$ cat config.mk
export PLATFORM = sky130hd
export DESIGN_NAME = twiddle_cmul_stage
export DESIGN_NICKNAME = d
export VERILOG_FILES = /design/src/rtl/fft_pkg.sv /design/src/rtl/twiddle_lut.sv /design/src/rtl/twiddle_cmul_stage.sv
export SDC_FILE = /design/constraint.sdc
export NUM_CORES = 2
export LEC_CHECK = 0
export ABC_AREA = 1
export CAP_MARGIN = 15
export CELL_PAD_IN_SITES_DETAIL_PLACEMENT = 0
export CELL_PAD_IN_SITES_GLOBAL_PLACEMENT = 1
export CORE_MARGIN = 1.5
export CORE_UTILIZATION = 43
export DETAILED_ROUTE_END_ITERATION = 10
export HOLD_SLACK_MARGIN = 0.03
export PLACE_DENSITY_LB_ADDON = 0.1
export SYNTH_ARGS = -nofsm -noshare
export SYNTH_HDL_FRONTEND = slang
export SYNTH_SLANG_ARGS = --single-unit
export TNS_END_PERCENT = 50
$ cat constraint.sdc
create_clock -name clk -period 15.05 [get_ports clk]
set_clock_uncertainty 0.15 [all_clocks]
set_input_delay 3.01 -clock clk [delete_from_list [all_inputs] [get_ports clk]]
set_output_delay 3.01 -clock clk [all_outputs]
set_load 0.02 [all_outputs]
$ cat src/rtl/fft_pkg.sv
`default_nettype none
// ============================================================================
//  Module      : fft_pkg
//  Description : Shared widths, Q1.7 first-quadrant twiddle tables and the
//                saturation helper for the MDC FFT datapath.
//  Revision    : 1.0  initial release
// ============================================================================
package fft_pkg;

    localparam int DATA_W_DEF = 16;
    localparam int TW_W_DEF   = 9;
    localparam int SAT_IN_W   = 48;

    localparam logic signed [TW_W_DEF-1:0] COS_Q1 [0:7] = '{
        9'sd128, 9'sd126, 9'sd118, 9'sd106, 9'sd91, 9'sd71, 9'sd49, 9'sd25
    };
    localparam logic signed [TW_W_DEF-1:0] SIN_Q1 [0:7] = '{
        9'sd0, 9'sd25, 9'sd49, 9'sd71, 9'sd91, 9'sd106, 9'sd118, 9'sd126
    };

    // Clamp v to the signed range of a w-bit word; caller truncates to w bits.
    function automatic logic signed [SAT_IN_W-1:0] sat(
        input logic signed [SAT_IN_W-1:0] v,
        input int                         w
    );
        logic signed [SAT_IN_W-1:0] hi;
        logic signed [SAT_IN_W-1:0] lo;
        hi = (SAT_IN_W'(1) <<< (w - 1)) - SAT_IN_W'(1);
        lo = -hi - SAT_IN_W'(1);
        if (v > hi)
            sat = hi;
        else if (v < lo)
            sat = lo;
        else
            sat = v;
    endfunction

endpackage
`default_nettype wire

$ cat src/rtl/twiddle_lut.sv
`default_nettype none
// ============================================================================
//  Module      : twiddle_lut
//  Description : Combinational W32^k lookup for k = 0..15 built from the
//                first-quadrant table with a half-plane fold.
//  Revision    : 1.0  initial release
// ============================================================================
module twiddle_lut
    import fft_pkg::*;
#(
    parameter int TW_W = TW_W_DEF
) (
    input  logic [3:0]      k,
    output logic [TW_W-1:0] wr,
    output logic [TW_W-1:0] wi
);

    logic [2:0]             w_idx;
    logic signed [TW_W-1:0] w_cos;
    logic signed [TW_W-1:0] w_sin;

    always_comb begin
        w_idx = k[2:0];
        w_cos = TW_W'(COS_Q1[w_idx]);
        w_sin = TW_W'(SIN_Q1[w_idx]);
        wr    = w_cos;
        wi    = -w_sin;
        // Second half-plane: W^(k'+8) = -j * W^k'
        if (k[3]) begin
            wr = -w_sin;
            wi = -w_cos;
        end
    end

endmodule
`default_nettype wire

$ cat src/rtl/twiddle_cmul_stage.sv
`default_nettype none
// ============================================================================
//  Module      : twiddle_cmul_stage
//  Description : Twiddle sequencer and 3-cycle rounded/saturated complex
//                multiplier for one radix-2 DIF stage of the 32-point MDC FFT.
//  Revision    : 1.0  initial release
// ============================================================================
module twiddle_cmul_stage
    import fft_pkg::*;
#(
    parameter int DATA_W = DATA_W_DEF,
    parameter int TW_W   = TW_W_DEF,
    parameter int STAGE  = 0
) (
    input  logic              clk,
    input  logic              rst,
    input  logic              in_valid,
    input  logic              in_sof,
    input  logic [DATA_W-1:0] in_re,
    input  logic [DATA_W-1:0] in_im,
    output logic              out_valid,
    output logic              out_sof,
    output logic              out_last,
    output logic [DATA_W-1:0] out_re,
    output logic [DATA_W-1:0] out_im
);

    localparam int         PROD_W = DATA_W + TW_W;
    localparam int         SUM_W  = PROD_W + 1;
    localparam logic [3:0] C_MASK = 4'((16 >> STAGE) - 1);

    logic [3:0]      r_cnt;
    logic [3:0]      w_cnt_use;
    logic [3:0]      w_k;
    logic [TW_W-1:0] w_wr;
    logic [TW_W-1:0] w_wi;

    assign w_cnt_use = in_sof ? 4'd0 : r_cnt;
    assign w_k       = (w_cnt_use & C_MASK) << STAGE;

    always_ff @(posedge clk or posedge rst) begin
        if (rst)
            r_cnt <= 4'd0;
        else if (in_valid)
            r_cnt <= w_cnt_use + 4'd1;
    end

    twiddle_lut #(.TW_W(TW_W)) u_lut (
        .k  (w_k),
        .wr (w_wr),
        .wi (w_wi)
    );

    // S1: sample and twiddle
    logic                     r1_valid, r1_sof, r1_last;
    logic signed [DATA_W-1:0] r1_re, r1_im;
    logic signed [TW_W-1:0]   r1_wr, r1_wi;

    always_ff @(posedge clk or posedge rst) begin
        if (rst) begin
            r1_valid <= 1'b0;
            r1_sof   <= 1'b0;
            r1_last  <= 1'b0;
            r1_re    <= '0;
            r1_im    <= '0;
            r1_wr    <= '0;
            r1_wi    <= '0;
        end else begin
            r1_valid <= in_valid;
            r1_sof   <= in_valid & in_sof;
            r1_last  <= in_valid & (w_cnt_use == 4'd15);
            if (in_valid) begin
                r1_re <= in_re;
                r1_im <= in_im;
                r1_wr <= w_wr;
                r1_wi <= w_wi;
            end
        end
    end

    // S2: partial products
    logic                     r2_valid, r2_sof, r2_last;
    logic signed [PROD_W-1:0] r2_rr, r2_ii, r2_ri, r2_ir;

    always_ff @(posedge clk or posedge rst) begin
        if (rst) begin
            r2_valid <= 1'b0;
            r2_sof   <= 1'b0;
            r2_last  <= 1'b0;
            r2_rr    <= '0;
            r2_ii    <= '0;
            r2_ri    <= '0;
            r2_ir    <= '0;
        end else begin
            r2_valid <= r1_valid;
            r2_sof   <= r1_sof;
            r2_last  <= r1_last;
            if (r1_valid) begin
                r2_rr <= PROD_W'(r1_re) * PROD_W'(r1_wr);
                r2_ii <= PROD_W'(r1_im) * PROD_W'(r1_wi);
                r2_ri <= PROD_W'(r1_re) * PROD_W'(r1_wi);
                r2_ir <= PROD_W'(r1_im) * PROD_W'(r1_wr);
            end
        end
    end

    // S3: combine, round half-up, saturate
    logic signed [SUM_W-1:0] w_pr, w_pi, w_rnd_re, w_rnd_im;

    assign w_pr     = SUM_W'(r2_rr) - SUM_W'(r2_ii);
    assign w_pi     = SUM_W'(r2_ri) + SUM_W'(r2_ir);
    assign w_rnd_re = (w_pr + SUM_W'(64)) >>> 7;
    assign w_rnd_im = (w_pi + SUM_W'(64)) >>> 7;

    always_ff @(posedge clk or posedge rst) begin
        if (rst) begin
            out_valid <= 1'b0;
            out_sof   <= 1'b0;
            out_last  <= 1'b0;
            out_re    <= '0;
            out_im    <= '0;
        end else begin
            out_valid <= r2_valid;
            out_sof   <= r2_sof;
            out_last  <= r2_last;
            if (r2_valid) begin
                out_re <= DATA_W'(sat(SAT_IN_W'(w_rnd_re), DATA_W));
                out_im <= DATA_W'(sat(SAT_IN_W'(w_rnd_im), DATA_W));
            end
        end
    end

endmodule
`default_nettype wire

==> flow_summary.ini <==
[clocking]
cts_tree = done
cts_made_buffers = 17
clk_latency_ns = 0.52
cts_setup_buffers = 0
cts.path.max_buffers = 2
cts_resized = 0
cts_root_buffer = clkbuf_16
clk_pin_slew_ns = 0.09
h-tree-depth = 4
cts_sinks = 195
hold_buffers = 0

[run_status]
outcome = complete, no violations

[floorplanning]
die-area_sq_um = 75700
ioPinCount = 71
initial_utilization = 0.436
rows = 99
coreArea_sq_um = 73100
die_h_um = 275
die_w_um = 275

[synthesis]
synth.top_cell.area_share = 0.299
yosysTopAreaCell = fa_1
ys_ff_latch = 195
synthArstFlopShare = 1.00
synth_edf_count = 0
ys_top_cells_by_area = fa_1 (30%), dfrtp_1 (15%), nand2_1 (14%), ha_1 (12%), inv_1 (10%)
yosysUniqueCellTypes = 49
synth_area_sq_um = 31800
synth_cells = 4132
ys.flop_type = dfrtp_1
ys_seq_area_frac = 0.153
avgSynthCellArea_sq_um = 7.70
syn-num-nets = 4953
ys_warn_count = 0

[sta]
relSlewSlack = 0.314
max_freq_mhz = 155
fin_crit_sh = 0.430
finalMaxSlewViolations = 0
setup_viol = 0
finalSetupTns_ns = 0
rsz0062_at_grt = no
worst_slew_pin_slew_ns = 1.03
hold_viol = 0
finalCriticalPeriod_ns = 6.47

[routing]
wl_per_cell_um = 17.9
first_pass_iters = 8
drt_iter0_markers = 1591
routed_wl_um = 90700
drc_errors = 0
viasPerCell = 4.97
antenna_left = 0
vias = 25200

[worst_setup_path]
rr_startpoint = r1_wi[8]$_DFFE_PP0P_
worstRegToRegCells = 18
critPathArrivalTime_ns = 6.67
cp-start-kind = register
r2r_end = r2_ii[17]$_DFFE_PP0P_
worstSetupPathType = register to register
r2r_setup_slack_ns = 8.58
worstSetupEndpointType = register
crit_fanout = 15
cp.required_ns = 15.25

[placed_design]
io_buffers = 70
gp_congestion = 0.904
dp_hpwl_um = 71500

[hold_path]
hp-class = register to register
hold_path_depth = 0
hp-start = r1_sof$_DFF_PP0_
min_to = r2_sof$_DFF_PP0_

[job]
maxCapViolCount = 0

[grt]
grt_max_degree = 84
grt_overflow_total = 0
antenna_found_initial = 1
gr-usage-all-layers = 0.254
grt_pass1_wl_um = 147000
grt_pass1_vias = 25800

[final_layout]
antenna_cells = 0
drive_above_1_share = 0.0435
fin_nets = 4921
layout_commonest_cell = nand2_1
final_cell_mix = nand2_1 (1189), inv_1 (859), fa_1 (476), ha_1 (309), nor2_1 (229)
syn_to_final_growth_pct = 6.79
-- worst max-delay path by stage --
stage / slack (ns) / depth (start not counted) / to / start
after floorplan: 6.58 / 1 / out_im[0]$_DFFE_PP0P_ / rst
after global placement: 8.79 / 18 / r2_ii[21]$_DFFE_PP0P_ / r1_wi[8]$_DFFE_PP0P_
after detailed placement: 8.65 / 18 / r2_ii[17]$_DFFE_PP0P_ / r1_wi[8]$_DFFE_PP0P_
after CTS: 8.63 / 18 / r2_ii[17]$_DFFE_PP0P_ / r1_wi[8]$_DFFE_PP0P_
after global routing: 8.34 / 18 / r2_ii[17]$_DFFE_PP0P_ / r1_wi[8]$_DFFE_PP0P_
final: 8.58 / 18 / r2_ii[17]$_DFFE_PP0P_ / r1_wi[8]$_DFFE_PP0P_
-- synthesized netlist by cell type (4+ instances only) --
master,instances
xnor2_1,43
o21bai_1,5
o211ai_1,8
nor2_1,229
nand3_2,9
o21a_1,5
dfrtp_1,195
and2_1,5
a31oi_1,24
o22ai_1,4
ha_1,309
fa_1,476
nor3_1,14
a21oi_2,24
nand3_1,103
nand2_2,28
inv_1,860
o31ai_1,5
a21oi_1,148
o221ai_1,4
nand2_1,1189
nand4_1,31
xor2_1,38
o21ai_0,138
nor4_1,4
buf_1,21
clkbuf_1,142
or2_2,22
a21o_1,12
-- critical path: stages, from the launching register on --
cell	delay (ns)
dfrtp_1	0.91
clkinv_1	0.78
buf_4	0.44
nor2_1	0.13
fa_1	0.44
fa_1	0.46
fa_1	0.51
fa_1	0.41
ha_1	0.28
ha_1	0.38
nand2_1	0.09
o21ai_0	0.29
a21oi_1	0.14
o21ai_0	0.43
nand3_1	0.17
nand2_1	0.09
nand2_1	0.05
nand3_1	0.06
o21ai_0	0.09
-- state kept, by name, summed over array words and instances (netlist names), 4 cells and up --
register	cells
r_cnt	4
r1_wi	9
r2_ir	25
out_im	16
r1_wr	9
r2_ii	25
r1_im	16
r1_re	16
r2_ri	25
out_re	16
r2_rr	25
-- through the flow --
step                      std cells  worst slack (ns)   util  hold WS, ns  cell area [sq um]
after CTS                      5072              8.63  0.465        0.215              34000
after global routing           5072              8.34  0.465        0.218              34000
after detailed placement       5040              8.65  0.457        0.189              33400
after global placement         5040              8.79  0.457        0.202              33400
after floorplan                4132              6.58      -        0.181              31800
final                          5072              8.58  0.465        0.214              34000
-- cell type report --
class	count	area, sq um
Tap cell	959	1200
Timing Repair Buffer	116	1040
Clock buffer	20	447
Clock inverter	12	139
Multi-Input combinational cell	2904	23000
Fill cell	7433	39100
Inverter	866	3260
Sequential cell	195	4880
-- cells by family (layout without fill, tap and decap cells) --
| kind of cell | count (synthesis) | in the layout | share of synthesized area |
|---|---|---|---|
| DFF | 195 | 195 | 0.153 |
| AOI/OAI and AO/OA | 390 | 390 | 0.0699 |
| adders and majority gates | 785 | 785 | 0.421 |
| and+or+nand+nor | 1647 | 1647 | 0.210 |
| xor gates and xnor gates | 82 | 82 | 0.0228 |
| buffers and inverters | 1033 | 1014 | 0.123 |
-- per-layer routing --
layer  routed length, um  track usage  up-vias
met5                   0            0        -
met4                2370       0.0709        0
met3                4130       0.0346       95
met2               39700        0.393      525
met1               44500        0.371    12200
li1                    -            -    12400
Power is not shown: default switching activity piles up to over one toggle a cycle in this logic, so the estimate is an artifact.
